File: src/rtl/zeroriscy_lockstep_soc.sv
// Dual-lane lockstep SoC top. Two identical lanes each walk a fixed
// program of N_ITER steps, advancing a sequential fetch address and
// accumulating a checksum. A comparator publishes the agreed checksum
// once both lanes are done, or ERR_CODE if the lanes disagree.
//
// Handshake: there is no valid/ready pair here; fetch_enable_i_N is a
// level-sensitive run enable sampled on every rising edge, and mem_flag
// is a sticky "result valid" indicator that stays set until reset.
module zeroriscy_lockstep_soc #(
  parameter logic [31:0] BOOT_ADDR = 32'h0000_0080,
  parameter int unsigned N_ITER    = 10,
  parameter logic [31:0] ERR_CODE  = 32'hDEAD_BEEF
) (
  input  logic        clk_i,
  input  logic        rst_i,
  input  logic        fetch_enable_i_1,
  input  logic        fetch_enable_i_2,
  output logic [31:0] mem_flag,
  output logic [31:0] mem_result,
  output logic [31:0] instr_addr1,
  output logic [31:0] instr_addr2
);

  typedef enum logic [1:0] {
    IDLE = 2'd0,
    RUN  = 2'd1,
    DONE = 2'd2
  } lane_state_t;

  localparam logic [31:0] N_ITER_W = 32'(N_ITER);

  // Lane state, visible hierarchically for checkers and fault injection.
  lane_state_t lane1_state;
  lane_state_t lane2_state;
  logic [31:0] cnt1;
  logic [31:0] cnt2;
  logic [31:0] acc1;
  logic [31:0] acc2;

  // Lane 1: IDLE -> RUN on enable, one program step per enabled edge, DONE after N_ITER steps.
  always_ff @(posedge clk_i) begin
    if (rst_i) begin
      lane1_state <= IDLE;
      cnt1        <= '0;
      acc1        <= '0;
      instr_addr1 <= BOOT_ADDR;
    end else begin
      case (lane1_state)
        IDLE: begin
          if (fetch_enable_i_1) lane1_state <= RUN;
        end
        RUN: begin
          if (fetch_enable_i_1) begin
            cnt1        <= cnt1 + 32'd1;
            acc1        <= acc1 + cnt1 + 32'd1;
            instr_addr1 <= instr_addr1 + 32'd4;
            if (cnt1 + 32'd1 == N_ITER_W) lane1_state <= DONE;
          end
        end
        DONE: begin
          lane1_state <= DONE;
        end
        default: lane1_state <= IDLE;
      endcase
    end
  end

  // Lane 2: identical to lane 1, driven by its own enable.
  always_ff @(posedge clk_i) begin
    if (rst_i) begin
      lane2_state <= IDLE;
      cnt2        <= '0;
      acc2        <= '0;
      instr_addr2 <= BOOT_ADDR;
    end else begin
      case (lane2_state)
        IDLE: begin
          if (fetch_enable_i_2) lane2_state <= RUN;
        end
        RUN: begin
          if (fetch_enable_i_2) begin
            cnt2        <= cnt2 + 32'd1;
            acc2        <= acc2 + cnt2 + 32'd1;
            instr_addr2 <= instr_addr2 + 32'd4;
            if (cnt2 + 32'd1 == N_ITER_W) lane2_state <= DONE;
          end
        end
        DONE: begin
          lane2_state <= DONE;
        end
        default: lane2_state <= IDLE;
      endcase
    end
  end

  // Comparator: publish once when both lanes are done; result and flag are sticky until reset.
  always_ff @(posedge clk_i) begin
    if (rst_i) begin
      mem_flag   <= '0;
      mem_result <= '0;
    end else if (lane1_state == DONE && lane2_state == DONE && mem_flag == 32'd0) begin
      mem_result <= (acc1 == acc2) ? acc1 : ERR_CODE;
      mem_flag   <= 32'd1;
    end
  end

endmodule

File: config.mk
export PLATFORM = sky130hd
export DESIGN_NAME = zeroriscy_lockstep_soc
export DESIGN_NICKNAME = d
export VERILOG_FILES = /design/src/rtl/zeroriscy_lockstep_soc.sv
export SDC_FILE = /design/constraint.sdc
export NUM_CORES = 1
export LEC_CHECK = 0
export BUFFER_PORTS_ARGS = -buffer_cell sky130_fd_sc_hd__buf_2
export CORE_ASPECT_RATIO = 2
export CORE_MARGIN = 1.5
export CORE_UTILIZATION = 62
export DETAILED_ROUTE_END_ITERATION = 16
export GPL_ROUTABILITY_DRIVEN = 0
export PLACE_DENSITY = 0.88
export REMOVE_ABC_BUFFERS = 1
export SLEW_MARGIN = 20
export SYNTH_ARGS = -nofsm -noshare
export SYNTH_HDL_FRONTEND = slang
export SYNTH_SLANG_ARGS = --single-unit
File: constraint.sdc
create_clock -name clk_i -period 7.55 [get_ports clk_i]
set_clock_uncertainty 0.15 [all_clocks]
set_input_delay 1.51 -clock clk_i [delete_from_list [all_inputs] [get_ports clk_i]]
set_output_delay 1.51 -clock clk_i [all_outputs]
set_load 0.01 [all_outputs]
==> flow_summary.json, run 1 <==
{
  "outcome": "finished, final reports clean",
  "max_freq_ghz": 0.2650,
  "power_uw": 2836,
  "drive_above_1_share_pct": 10.12,
  "drt_wl_total_um": 36890,
  "worstMarginPinSlew_ns": 0.8130,
  "hold_class": "register to register",
  "insertion_delay_ns": 0.52,
  "die_w_um": 108.4,
  "yosysTopAreaCell": "dfxtp_1",
  "fin_util_pct": 67.89,
  "post-dp-hpwl_um": 26380,
  "rsz0062_at_grt": "no",
  "synthArstFlopShare_pct": 0,
  "clkSlewWorstSetupHoldPaths_ns": 0.07,
  "crit_path_end_kind": "register",
  "synth_edf_count": 0,
  "vias": 12770,
  "htree_num_levels": 1,
  "setup_tns_ns": 0,
  "setup_viol": 0,
  "leakage_uw": 0.006185,
  "synth_top_area_share_pct": 32.68,
  "layoutNonFillerInstCount": 2044,
  "start_util_pct": 62.75,
  "arrival_ns": 4.03,
  "hold_buffers": 0,
  "synth.ff_latch_count": 225,
  "via_per_inst": 6.249,
  "avgSynthCellArea_um2": 8.056,
  "cts_sinks": 225,
  "grt_pass1_wl_um": 59020,
  "cap_violations": 0,
  "layout_min_cycle_time_ns": 3.773,
  "synthTopCellsByArea": "dfxtp_1, xor2_1, ha_1, nand2_1, nor2_1",
  "diodes": 0,
  "grt_usage_pct": 31.81,
  "syn_inst": 1711,
  "post-cts-setup-buffer-count": 0,
  "synth_commonest_cells": "dfxtp_1, nand2_1, nor2_1",
  "ctsResizeCount": 0,
  "core_um2": 21970,
  "critPathKind": "register to register",
  "ys_warn_count": 0,
  "cts_buffers": 21,
  "portBuffers": 96,
  "synth_flop_cell": "dfxtp_1",
  "slew_headroom_pct": 45.80,
  "ioPinCount": 132,
  "start_kind": "register",
  "drtAntennaViolNets": 0,
  "root_buffer": "clkbuf_16",
  "hold_violations": 0,
  "dieArea_um2": 23190,
  "place_inst": 2009,
  "syn_to_final_growth_pct": 8.188,
  "worstPathMaxFanout": 7,
  "period_share_pct": 49.97,
  "cts_tree": "built",
  "netlist_area_um2": 13780,
  "grt_max_degree": 88,
  "holdWs_ns": 0.3364,
  "fin_nets": 1838,
  "gr-total-overflow": 0,
  "clock_path_buffers": 3,
  "dr.pass1.iters": 5,
  "seq_area_frac_synth_pct": 32.68,
  "wire_per_inst_um": 18.05,
  "remaining_drc_errors": 0,
  "peakVddDrop_v": 0.0001953,
  "antenna_found_initial": 0,
  "yosysMostFrequentCell": "dfxtp_1",
  "grt_pass1_vias": 12310,
  "slew_violations": 0,
  "ys_types": 81,
  "critPathRequiredTime_ns": 7.81,
  "fp-row-count": 77,
  "power.density_nw_per_um2": 190.2,
  "drtIter0Drc": 921,
  "die_height_um": 213.9,
  "fill_cells": 1738
}
## path summary, 6_finish.rpt
kind	startpoint	end	slack [ns]	cells past startpoint
max	cnt1[1]$_SDFFE_PP0P_	acc1[31]$_SDFFE_PP0P_	3.78	10
min	instr_addr1[31]$_SDFFE_PP0P_	instr_addr1[31]$_SDFFE_PP0P_	0.34	2
max reg2reg	cnt1[1]$_SDFFE_PP0P_	acc1[31]$_SDFFE_PP0P_	3.78	10
min reg2reg	instr_addr1[31]$_SDFFE_PP0P_	instr_addr1[31]$_SDFFE_PP0P_	0.34	2
## critical path, stage by stage (launching register included)
cell and delay (ns):
dfxtp_1 0.47, ha_1 0.28, nor2b_1 0.15, o31a_1 0.28
o41ai_1 0.71, o21ai_0 0.29, a31oi_1 0.55, o21bai_1 0.24
mux2i_1 0.18, and3_1 0.18, o21a_1 0.17
## logic make-up after synthesis
group                      count (synthesis)  synth area share, %
adders and majority gates                 78                7.190
AOI/OAI and AO/OA                        364                17.43
muxes                                     12               0.8806
and+or+nand+nor                          682                23.62
other                                      1              0.02721
buffers and inverters                    154                5.783
xor gates and xnor gates                 195                12.39
DFF                                      225                32.68
## registers in the layout (all words and copies together) (netlist names)
register and cells:
acc1 32, acc2 32, cnt1 32, cnt2 32, instr_addr1 30, instr_addr2 30, lane1_state 2, lane2_state 2
mem_flag 1, mem_result 32
## power by group
part | switching [µW] | internal (µW) | total, µW
registers | 42.0 | 1220 | 1270
logic | 248 | 115 | 363
clock network | 483 | 724 | 1210
total | 773 | 2060 | 2840
## placed cells by master, fill, tap and decap left out, types with 14 or more instances in the layout
cell type / instances
dfxtp_1: 225
nand2_1: 193
nor2_1: 188
a21oi_1: 136
xor2_1: 116
buf_2: 95
xnor2_1: 79
ha_1: 76
nand3_1: 73
o21ai_0: 57
nand4_1: 45
inv_1: 38
nor3_1: 37
conb_1: 35
or3_1: 30
a21o_1: 25
o221a_2: 24
and3_1: 23
nor4_1: 23
clkbuf_16: 21
a31oi_1: 15
a211oi_1: 14
## per-layer routing
layer	vias up	track usage, %	share of wire [%]
met5	-	0	0
met4	0	27.68	8.9
met3	197	3.435	5.0
met2	510	56.37	51
met1	5961	32.48	35
li1	6104	-	-
## metrics by stage
step / worst slack, ns / cell area [µm²]
global placement: 3.657 / 14150
finish: 3.777 / 14910
global route: 3.579 / 14910
CTS: 3.843 / 14910
floorplan: 3.148 / 13260
detailed placement: 3.617 / 14150
## cell type report
type                            count  area (µm²)  area share, %
Clock buffer                       24       546.8          3.667
Timing Repair Buffer              104       546.8          3.667
Multi-Input combinational cell   1366        8618          57.79
Clock inverter                     11       207.7          1.393
Inverter                           38       142.6         0.9565
Tap cell                          276       345.3          2.316
Sequential cell                   225        4504          30.21
No activity file was read; power rests on OpenSTA's default activity.
==> inputs of run 2 (changes only) <==
- CORE_UTILIZATION: 62 -> 55
- PLACE_DENSITY: 0.88 -> 0.83
- clock period: 7.55 -> 3.3 ns (I/O delays scaled with it)
==> flow_summary.json, run 2 (synthesized netlist as in run 1, its figures left out) <==
{
  "setup_ws_ns": 0.09463,
  "antenna_found_initial": 0,
  "setup_viol": 0,
  "holdPathEnd": "instr_addr1[31]$_SDFFE_PP0P_",
  "grt_pass1_wl_um": 60210,
  "mostFrequentLayoutCells": "dfxtp_1, nand2_1, nor2_1",
  "syn_to_final_growth_pct": 12.73,
  "remaining_drc_errors": 0,
  "insertion_delay_ns": 0.53,
  "grt_pass1_vias": 12480,
  "cts_tree": "built",
  "startpoint": "cnt2[0]$_SDFFE_PP0P_",
  "cap_violations": 0,
  "comb_power_share_pct": 13.3,
  "slew_headroom_pct": 46.81,
  "clock_path_buffers": 3,
  "layoutNonFillerInstCount": 2153,
  "timing.rr.end": "lane2_state[1]$_SDFFE_PP0P_",
  "start_kind": "register",
  "critPathKind": "register to register",
  "fin_nets": 1887,
  "place_inst": 2112,
  "drive_above_1_share_pct": 13.62,
  "ioPinCount": 132,
  "leakage_uw": 0.006525,
  "r2r-start": "cnt2[0]$_SDFFE_PP0P_",
  "stdcell_area_um2": 15540,
  "crit_path_frequent_cell": "buf_4",
  "post-dp-hpwl_um": 28080,
  "start_util_pct": 56.20,
  "diodes": 0,
  "worst-r2r-cell-count": 11,
  "dr.pass1.iters": 6,
  "outcome": "finished, final reports clean",
  "place_area_um2": 14600,
  "cts_buffers": 22,
  "place_ws_ns": 0.01531,
  "wire_per_inst_um": 17.85,
  "vias": 12980,
  "crit_slowest_cell": "nor3_2",
  "hold_violations": 0,
  "drt_wl_total_um": 38420,
  "final_common_cell": "dfxtp_1",
  "power_uw": 6737,
  "arrival_ns": 3.45,
  "grt_max_degree": 99,
  "seq_power_share_pct": 42.9,
  "slew_violations": 0,
  "grt_usage_pct": 28.92,
  "intPower_uw": 4916,
  "drtAntennaViolNets": 0,
  "gr-total-overflow": 0,
  "clkSlewWorstSetupHoldPaths_ns": 0.06,
  "crit_chain": "buf_4, nand2_1, nor3_2, nand4_1, buf_4, o21ai_0, o2111ai_1, nor3_1, a31oi_2, mux2i_1, nor2_1",
  "die_w_um": 114.9,
  "switching_power_uw": 1820,
  "htree_num_levels": 1,
  "drtIter0Drc": 794,
  "worstMarginPinSlew_ns": 0.7970,
  "hold_depth": 2,
  "fill_cells": 2111,
  "layout_min_cycle_time_ns": 3.205,
  "reg2reg_slack_ns": 0.09,
  "hold_class": "register to register",
  "period_share_pct": 97.13,
  "portBuffers": 96,
  "peakVddDrop_v": 0.0002832,
  "worstHoldStart": "instr_addr1[31]$_SDFFE_PP0P_",
  "worst-path-buf-inv": 2,
  "dieArea_um2": 26080,
  "slowest_delay_ns": 0.45,
  "power.density_nw_per_um2": 433.6,
  "power_switching_share_pct": 27.02,
  "crit_path_end_kind": "register",
  "root_buffer": "clkbuf_16",
  "critical_path_depth": 11,
  "hold_buffers": 0,
  "cts_sinks": 225,
  "max_freq_ghz": 0.3120,
  "via_per_inst": 6.030,
  "fp-row-count": 81,
  "die_height_um": 226.9,
  "worstPathMaxFanout": 6,
  "core_um2": 24530,
  "critPathRequiredTime_ns": 3.55,
  "crit_family": "simple AND/OR/NAND/NOR gates",
  "clkPwrFrac_pct": 43.8
}
## run 2: changes by cell type in the layout (fill, tap and decap cells not counted), moves of 3 or more
cell,before,now
a31oi_1,15,12
a31oi_2,0,3
buf_4,8,54
dfxtp_1,225,222
dfxtp_2,0,3
o21ai_0,57,54
o21ai_1,2,5
## run 2: routing by layer
layer	GRT usage [%]	vias to the layer above	part of all wire (%)
met5	0	-	0
met3	3.288	182	4.6
li1	-	6202	-
met4	23.82	0	8.9
met2	53.94	491	53
met1	27.69	6107	34
## run 2: power groups by stage
| stage | logic (µW) | registers (µW) | clock network (µW) |
|---|---|---|---|
| 2_1_floorplan | 509 | 2940 | 0 |
| 3_3_place_gp | 842 | 2940 | 0 |
| 3_5_place_dp | 872 | 2950 | 0 |
| 4_1_cts | 879 | 2890 | 2990 |
| 5_1_grt | 977 | 2900 | 3080 |
| 6_report | 896 | 2890 | 2950 |
## run 2: layout make-up
class                   instances  area, µm²  area share (%)
clock buffers                  29      628.1           4.043
clock inverters                11      209.0           1.345
inverters                      38      142.6          0.9180
multi-input cells            1366       8702           56.01
flip-flops and latches        225       4508           29.01
well taps                     332      415.4           2.674
repair buffers                152      932.1           5.999
## run 2: per-stage QoR
| step | TNS (ns) | hold slack (ns) | util, % |
|---|---|---|---|
| after detailed placement | 0 | 0.3276 | 59.53 |
| after floorplan | -0.4720 | 0.3039 | - |
| after global placement | 0 | 0.3112 | 59.53 |
| final | 0 | 0.3343 | 63.35 |
| after global routing | -0.1343 | 0.3513 | 63.35 |
| after CTS | 0 | 0.3366 | 62.97 |
## run 2: timing repair
action                     4_1_cts  5_1_grt
buffers inserted                 0        1
setup endpoints to repair        1       17
gates resized for setup          1       21
pin swaps                        0        3
## run 2: worst min-delay path, delay by kind of cell (launching register included)
kind           cells  cell delay (ns)
flip-flops         1             0.31
AO/OA/AOI/OAI      2             0.13
## run 2: worst max-delay path by stage
stage	to	slack, ns
after floorplan	instr_addr1[31]$_SDFFE_PP0P_	-0.25
after detailed placement	lane1_state[1]$_SDFFE_PP0P_	0.02
after global routing	acc2[30]$_SDFFE_PP0P_	-0.06
after CTS	lane1_state[1]$_SDFFE_PP0P_	0.009
final	lane2_state[1]$_SDFFE_PP0P_	0.09
after global placement	acc1[31]$_SDFFE_PP0P_	0.09
